[src/rtl/uart_rx_deserializer.sv]
// uart_rx_deserializer
// 8N1 UART receiver, LSB first, 16x oversampled with a 3-sample majority vote
// at mid-bit. Emits each good byte on RX_DATA with a one-cycle RX_STATUS
// strobe, flags a zero stop bit with rx_frame_err, and then parks in BREAK
// until the line returns high, so a held-low line raises only one error.
module uart_rx_deserializer #(
  parameter int unsigned OVERSAMPLE_DIV = 326,
  parameter int unsigned DIV_W          = 16
) (
  input  logic       clk,
  input  logic       reset,
  input  logic       UART_RX,
  output logic [7:0] RX_DATA,
  output logic       RX_STATUS,
  output logic       rx_frame_err,
  output logic       rx_busy
);

  typedef enum logic [2:0] {
    ST_IDLE  = 3'd0,
    ST_START = 3'd1,
    ST_DATA  = 3'd2,
    ST_STOP  = 3'd3,
    ST_BREAK = 3'd4
  } state_e;

  localparam logic [DIV_W-1:0] DIV_LAST = DIV_W'(OVERSAMPLE_DIV - 32'd1);
  localparam logic [DIV_W-1:0] DIV_ZERO = DIV_W'(32'd0);
  localparam logic [DIV_W-1:0] DIV_ONE  = DIV_W'(32'd1);

  // Two-of-three vote across the mid-bit samples.
  function automatic logic maj3(input logic a, input logic b, input logic c);
    maj3 = (a & b) | (a & c) | (b & c);
  endfunction

  state_e           state_q, state_d;
  logic [1:0]       sync_q, sync_d;
  logic [DIV_W-1:0] div_cnt_q, div_cnt_d;
  logic [3:0]       tick_cnt_q, tick_cnt_d;
  logic [1:0]       samp_q, samp_d;
  logic [2:0]       bit_idx_q, bit_idx_d;
  logic [7:0]       shreg_q, shreg_d;
  logic [7:0]       rx_data_q, rx_data_d;
  logic             rx_status_q, rx_status_d;
  logic             frame_err_q, frame_err_d;
  logic             busy_q, busy_d;

  logic rx_s;
  logic tick_s;
  logic vote_s;
  logic bit_s;

  // Next-state logic: synchronizer, tick divider, mid-bit sampling and frame FSM.
  always_comb begin
    state_d     = state_q;
    div_cnt_d   = div_cnt_q;
    tick_cnt_d  = tick_cnt_q;
    samp_d      = samp_q;
    bit_idx_d   = bit_idx_q;
    shreg_d     = shreg_q;
    rx_data_d   = rx_data_q;
    rx_status_d = 1'b0;
    frame_err_d = 1'b0;

    // The raw line is asynchronous; only the second flop output is trusted.
    sync_d = {sync_q[0], UART_RX};
    rx_s   = sync_q[1];

    tick_s = (div_cnt_q == DIV_LAST);
    if (tick_s) begin
      div_cnt_d  = DIV_ZERO;
      tick_cnt_d = tick_cnt_q + 4'd1;
    end else begin
      div_cnt_d  = div_cnt_q + DIV_ONE;
    end

    // Samples at ticks 7 and 8 are held; the third comes live on tick 9.
    if (tick_s && (tick_cnt_q == 4'd7)) begin
      samp_d[0] = rx_s;
    end else if (tick_s && (tick_cnt_q == 4'd8)) begin
      samp_d[1] = rx_s;
    end else begin
      samp_d = samp_q;
    end

    vote_s = tick_s && (tick_cnt_q == 4'd9);
    bit_s  = maj3(samp_q[0], samp_q[1], rx_s);

    case (state_q)
      ST_IDLE: begin
        // Align the bit timing to the detected start edge.
        if (!rx_s) begin
          state_d    = ST_START;
          div_cnt_d  = DIV_ZERO;
          tick_cnt_d = 4'd0;
        end else begin
          state_d = ST_IDLE;
        end
      end
      ST_START: begin
        if (vote_s) begin
          if (!bit_s) begin
            state_d   = ST_DATA;
            bit_idx_d = 3'd0;
          end else begin
            state_d = ST_IDLE;  // too short to be a start bit
          end
        end else begin
          state_d = ST_START;
        end
      end
      ST_DATA: begin
        if (vote_s) begin
          shreg_d = {bit_s, shreg_q[7:1]};
          if (bit_idx_q == 3'd7) begin
            state_d = ST_STOP;
          end else begin
            bit_idx_d = bit_idx_q + 3'd1;
          end
        end else begin
          state_d = ST_DATA;
        end
      end
      ST_STOP: begin
        // Leaving at the stop-bit vote lets a new start bit follow with no gap.
        if (vote_s) begin
          if (bit_s) begin
            rx_data_d   = shreg_q;
            rx_status_d = 1'b1;
            state_d     = ST_IDLE;
          end else begin
            frame_err_d = 1'b1;
            state_d     = ST_BREAK;
          end
        end else begin
          state_d = ST_STOP;
        end
      end
      ST_BREAK: begin
        if (rx_s) begin
          state_d = ST_IDLE;
        end else begin
          state_d = ST_BREAK;
        end
      end
      default: begin
        state_d = ST_IDLE;
      end
    endcase

    busy_d = (state_d != ST_IDLE);
  end

  // State and output registers; reset discards any partial frame.
  always_ff @(posedge clk) begin
    if (reset) begin
      state_q     <= ST_IDLE;
      sync_q      <= 2'b11;
      div_cnt_q   <= DIV_ZERO;
      tick_cnt_q  <= 4'd0;
      samp_q      <= 2'b00;
      bit_idx_q   <= 3'd0;
      shreg_q     <= 8'h00;
      rx_data_q   <= 8'h00;
      rx_status_q <= 1'b0;
      frame_err_q <= 1'b0;
      busy_q      <= 1'b0;
    end else begin
      state_q     <= state_d;
      sync_q      <= sync_d;
      div_cnt_q   <= div_cnt_d;
      tick_cnt_q  <= tick_cnt_d;
      samp_q      <= samp_d;
      bit_idx_q   <= bit_idx_d;
      shreg_q     <= shreg_d;
      rx_data_q   <= rx_data_d;
      rx_status_q <= rx_status_d;
      frame_err_q <= frame_err_d;
      busy_q      <= busy_d;
    end
  end

  assign RX_DATA      = rx_data_q;
  assign RX_STATUS    = rx_status_q;
  assign rx_frame_err = frame_err_q;
  assign rx_busy      = busy_q;

endmodule

[config.mk]
export PLATFORM = sky130hd
export DESIGN_NAME = uart_rx_deserializer
export DESIGN_NICKNAME = d
export VERILOG_FILES = /design/src/rtl/uart_rx_deserializer.sv
export SDC_FILE = /design/constraint.sdc
export NUM_CORES = 1
export LEC_CHECK = 0
export ABC_AREA = 1
export CORE_MARGIN = 5
export CORE_UTILIZATION = 53
export CTS_CLUSTER_DIAMETER = 30
export DETAILED_ROUTE_END_ITERATION = 7
export PLACE_DENSITY = 0.75
export RECOVER_POWER = 25
export SLEW_MARGIN = 20
export SYNTH_ARGS = -nofsm -noshare
export SYNTH_HDL_FRONTEND = slang
export SYNTH_SLANG_ARGS = --single-unit
[constraint.sdc]
create_clock -name clk -period 1.55 [get_ports clk]
set_input_delay 0.3875 -clock clk [delete_from_list [all_inputs] [get_ports clk]]
set_output_delay 0.3875 -clock clk [all_outputs]
set_load 0.03 [all_outputs]
# [Word level (Yosys, flattened, before mapping)]
# Cells that the tools add are included.
[word_totals] register_bits=49 word_cells=69
[classes] add_sub_neg=3 n_eq_ne=13 muxes=22 bitwise_logic=8 n_reduce_logical=11
[op_table] operator="16-bit 2-to-1 mux" count=3
[op_table] operator="3-bit 2-to-1 mux" count=10
[op_table] operator="16-bit by 1-bit adder with 16-bit output (second input constant)" count=1
[op_table] operator="16-bit by 9-bit == test with 1-bit output (second input constant)" count=1
[op_table] operator="3-bit one-hot mux with 5 select lines" count=1
[op_table] operator="4-bit 2-to-1 mux" count=3
[op_table] operator="4-bit == test (second input constant)" count=2
[op_table] operator="2-bit != test (second input constant)" count=4
[op_table] operator="3-bit by 2-bit == test with 1-bit output (second input constant)" count=2
[op_table] operator="3-bit == test (second input constant)" count=2
[op_table] operator="3-bit one-hot mux with 2 select lines" count=1
[op_table] operator="5-bit AND reduction" count=1
[op_table] operator="4-bit by 1-bit adder with 4-bit output (second input constant)" count=1
[op_table] operator="4-bit by 3-bit == test with 1-bit output (second input constant)" count=1
[op_table] operator="2-bit AND reduction" count=2
[op_table] operator="3-bit by 1-bit adder with 3-bit output (second input constant)" count=1
[op_table] operator="1-bit bitwise AND" count=3
[op_table] operator="3-bit by 1-bit == test with 1-bit output (second input constant)" count=1
[op_table] operator="1-bit logical AND" count=3
[op_table] operator="3-bit logical NOT" count=1
[op_table] operator="1-bit 2-to-1 mux" count=3
[op_table] operator="1-bit inverter" count=3
[op_table] operator="3-bit AND reduction" count=1
[op_table] operator="3-bit nonzero test" count=1
[op_table] operator="4 further kinds" count=5

# [Depth between registers and ports, before layout]
[logic_depth] word_depth=7 depth_mapped=12

# [Least setup slack after synthesis]
# Ideal clock, no wire load.
[synth_timing] kind="register -> register" from="register div_cnt_q[0]" to="register rx_data_q[1] (netlist: RX_DATA[1])" setup_time_ns=0.116 arrival_time_ns=1.348 required_ns=1.434 setup_slack_ns=0.086 stages_incl_launch_ff=11 n_path_buf=0 cell_sequence="dfxtp_1 ha_1 nand2_1 nor2_1 nand2_1 nor2_4 nand2_4 nor2_8 inv_4 nor2_1 nor2_1"
[synth_via] elab_chain_cells=3
[synth_rtl] item="start, declared" line_no="38" rtl="logic [DIV_W-1:0] div_cnt_q, div_cnt_d;"
[synth_rtl] item="start signal, assigned" line_no="171" rtl="div_cnt_q <= div_cnt_d;"
[synth_rtl] item="16-bit by 9-bit == test with 1-bit output" line_no="69" rtl="tick_s = (div_cnt_q == DIV_LAST);"
[synth_rtl] item="1-bit logical AND" line_no="86" rtl="vote_s = tick_s && (tick_cnt_q == 4'd9);"
[synth_rtl] item="3-bit AND reduction (no line)"
[synth_rtl] item="end signal, assigned" line_no="176" rtl="rx_data_q <= rx_data_d;"
[synth_rtl] item="end, declared" line_no="43" rtl="logic [7:0] rx_data_q, rx_data_d;"
# No other way between the ends.
# A chain may end at the register's enable or synchronous reset.

# [Worst setup path after layout]
[layout_timing] from="register div_cnt_q[1]" to="register shreg_q[5]"
[layout_via] elab_chain_cells=3
[layout_rtl] item="16-bit by 9-bit == test with 1-bit output" line_no="69"
[layout_rtl] item="1-bit logical AND" line_no="86"
[layout_rtl] item="2-bit AND reduction (no line)"
[layout_rtl] item="end signal, assigned" line_no="175" rtl="shreg_q <= shreg_d;"
[layout_rtl] item="end, declared" line_no="42" rtl="logic [7:0] shreg_q, shreg_d;"
# No other way between the ends.

==> reports/results.ini <==
[grt]
grt_antenna_before_repair=0
grt_pass1_vias=1977
grt_pass1_wl_um=8611
grt.total_usage=0.1756
overflow=0
grt_start_max_net_pins=25

[die]
initial_utilization=0.5364
core_area_um2=4294
die-height_um=75.93
io_pins=14
num_rows=24
die_area_um2=5765
die_w_um=75.93

[drt]
wl_um=5401
drt-wirelength-per-cell_um=12.65
post-route-drc-count=0
drtIter0Drc=115
vias=2194
ant_nets=0
routed_via_density=5.138
dr.pass1.iters=4

[sta]
period_share=1.013
worst_pin_slew_ns=0.3098
relSlewSlack=0.7943
rsz0062_at_grt=yes
worst_clock_skew_ns=0.004925
slew_violations=0
holdWs_ns=0.4152
period_needed_ns=1.570
setup_tns_ns=-0.05019
setup_slack_ns=-0.01997
fmax_mhz=637.0
setup_violations=6
hold_viol_final=0

[worst_setup_path]
crit_path_top_delay_cell=dfxtp_2
critical_path_class=reg2reg
ff2ff_path_depth=11
path_delay_family=buffers and inverters
r2r-start=div_cnt_q[1]
critPathMaxStageDelay_ns=0.33
cp.required_ns=1.74
crit_arrival_ns=1.76
crit_chain=inv_2, ha_4, nand2_2, inv_2, nand2_2, nor2_4, buf_6, nand4_1, buf_2, o21ai_1, a21oi_1
crit_buf_inv=4
rrSetupSlack_ns=-0.02
crit_path_end_kind=register
worstReg2RegEnd=shreg_q[5]
start_kind=register
crit_fanout=4

[final_layout]
final_nets=384
n_fill_cell=327
mostFrequentLayoutCell=nor2_1
syn_to_final_growth_pct=34.06
antennaDiodeCount=0
multi_input_area_um2=1287
final_cell_mix=nor2_1, inv_1, nand2_1, dfxtp_1, buf_4
drive_above_1_share=0.2853
regArea_um2=988.4

[synthesis]
synth_compound_area_frac=0.1119
yosys.area_share.simple=0.3009
synth_area_um2=2303
synth_fp_nets=335
synth_top_family_by_area=simple AND/OR/NAND/NOR gates
synth_xor_area_frac=0.01901
postSynthCellCount=325
synthAdderAreaFrac=0.03802
yosys_warnings=0
synth-seq-cells=49
synthMuxAreaShare=0
yosysSeqAreaShare=0.4259
ys_types=30
avgSynthCellArea_um2=7.088

[job]
maxCapViolCount=0

[pwr]
internal_power_mw=1.855
finalPower_mw=2.361
p_comb_frac=0.060
pwr_density_cell_nw_per_um2=764.6
pwr-share-seq=0.542
p_sw_mw=0.5056
irDropWorstVdd_uv=694.8
leakage_nw=1.419
p_sw_frac=0.2141
clockPowerShare=0.399

[clocking]
numCtsBuffers=5
cts_buffer_depth=2
hold_buffers=0
cts_sinks=49
clock_latency_ns=0.30
h-tree-depth=2
clk_pin_slew_ns=0.09
cts-root-buf=clkbuf_8
cts_tree=built

[outcome]
violations=setup timing
outcome=finished with violations

[hold_path]
hold_path.class=reg2reg
min_from=sync_q[0]
whs_path_depth=1
worst_hold_path.endpoint=sync_q[1]

[placed_design]
hpwl_um=3649
place_congestion=0.8318
portBuffers=13

cell type report:
type,instances,share of cell area
multi-input combinational,214,0.4169
clock buffer,6,0.02674
sequential,49,0.3201
timing repair buffer,45,0.1293
inverter,59,0.07374
tap,52,0.02107
clock inverter,2,0.01216
per-stage QoR:
step | setup slack (ns) | utilization | area, µm² | cells
CTS | -0.01634 | 0.6646 | 2854 | 423
global route | -0.1179 | 0.7191 | 3088 | 427
finish | -0.01997 | 0.7191 | 3088 | 427
global placement | -0.03185 | 0.6302 | 2706 | 415
floorplan | 0.08590 | - | 2303 | 325
detailed placement | -0.09114 | 0.6302 | 2706 | 415
worst max-delay path by stage:
stage | from | end | slack (ns) | cells past startpoint
after floorplan | div_cnt_q[0] | RX_DATA[1] | 0.09 | 10
after global placement | div_cnt_q[0] | div_cnt_q[12] | -0.03 | 9
after detailed placement | reset | div_cnt_q[10] | -0.09 | 6
after CTS | div_cnt_q[1] | bit_idx_q[2] | -0.02 | 9
after global routing | div_cnt_q[1] | shreg_q[0] | -0.12 | 11
final | div_cnt_q[1] | shreg_q[5] | -0.02 | 11
routing by layer:
layer / GRT usage / wire length [µm] / up-vias
li1: - / - / 1119
met1: 0.2299 / 2474 / 1022
met2: 0.2885 / 2623 / 42
met3: 0.04147 / 189 / 11
met4: 0.04626 / 112 / 0
met5: 0 / 0 / -
logic make-up (layout without fill, tap and decap cells):
logic type | Yosys count | count (layout)
flops | 49 | 49
compound gates | 49 | 49
simple gates | 153 | 153
buf+inv | 62 | 112
fa+ha+maj | 7 | 7
xor+xnor | 5 | 5
power by group through the flow:
| stage | Clock, mW | Sequential [mW] | Combinational [mW] |
|---|---|---|---|
| finish | 0.941 | 1.28 | 0.141 |
| global route | 1.01 | 1.28 | 0.157 |
| CTS | 0.947 | 1.28 | 0.117 |
| detailed placement | 0 | 1.31 | 0.110 |
| global placement | 0 | 1.31 | 0.105 |
| floorplan | 0 | 1.31 | 0.0580 |
Yosys cell counts:
cell type,count,area (µm²)
nand2_2,1,6.260
nand2_4,1,11.26
a21boi_0,2,15.01
buf_2,2,10.01
or2_2,2,12.51
nor3b_1,1,7.510
a211oi_1,2,15.01
o21ai_0,22,110.1
nand3_1,16,80.08
nand2_1,51,191.4
o21ai_1,1,5.000
inv_2,2,7.510
nand4_1,6,37.54
a21oi_1,21,105.1
nand4_2,1,12.51
inv_1,55,206.5
xor2_1,4,35.03
nand4_4,1,21.27
nor2_4,1,11.26
o21bai_1,1,7.510
dfxtp_1,49,980.9
nor2_8,1,20.02
ha_1,7,87.58
clkinv_2,1,5.000
nor3_1,8,40.04
clkbuf_2,1,5.000
nor2_2,2,12.51
nor2_1,61,229.0
inv_4,1,6.260
xnor2_1,1,8.760
state kept, by name (all words and copies together), names as in the netlist:
name / cells
RX_STATUS: 1
state_q: 3
rx_frame_err: 1
div_cnt_q: 16
tick_cnt_q: 4
bit_idx_q: 3
samp_q: 2
sync_q: 2
RX_DATA: 8
rx_busy: 1
shreg_q: 8
worst register-to-register path, stage by stage, from the launching register on:
cell	delay, ns
dfxtp_2	0.33
inv_2	0.06
ha_4	0.15
nand2_2	0.05
inv_2	0.05
nand2_2	0.05
nor2_4	0.12
buf_6	0.11
nand4_1	0.16
buf_2	0.21
o21ai_1	0.13
a21oi_1	0.05
what timing repair did:
action / CTS / global route
setup buffers: 0 / 3
pin swaps: 6 / 18
gates cloned: 0 / 1
resized for setup: 28 / 71
endpoints found under the setup margin: 37 / 44
Note: power is estimated with default switching activity, not from simulation.
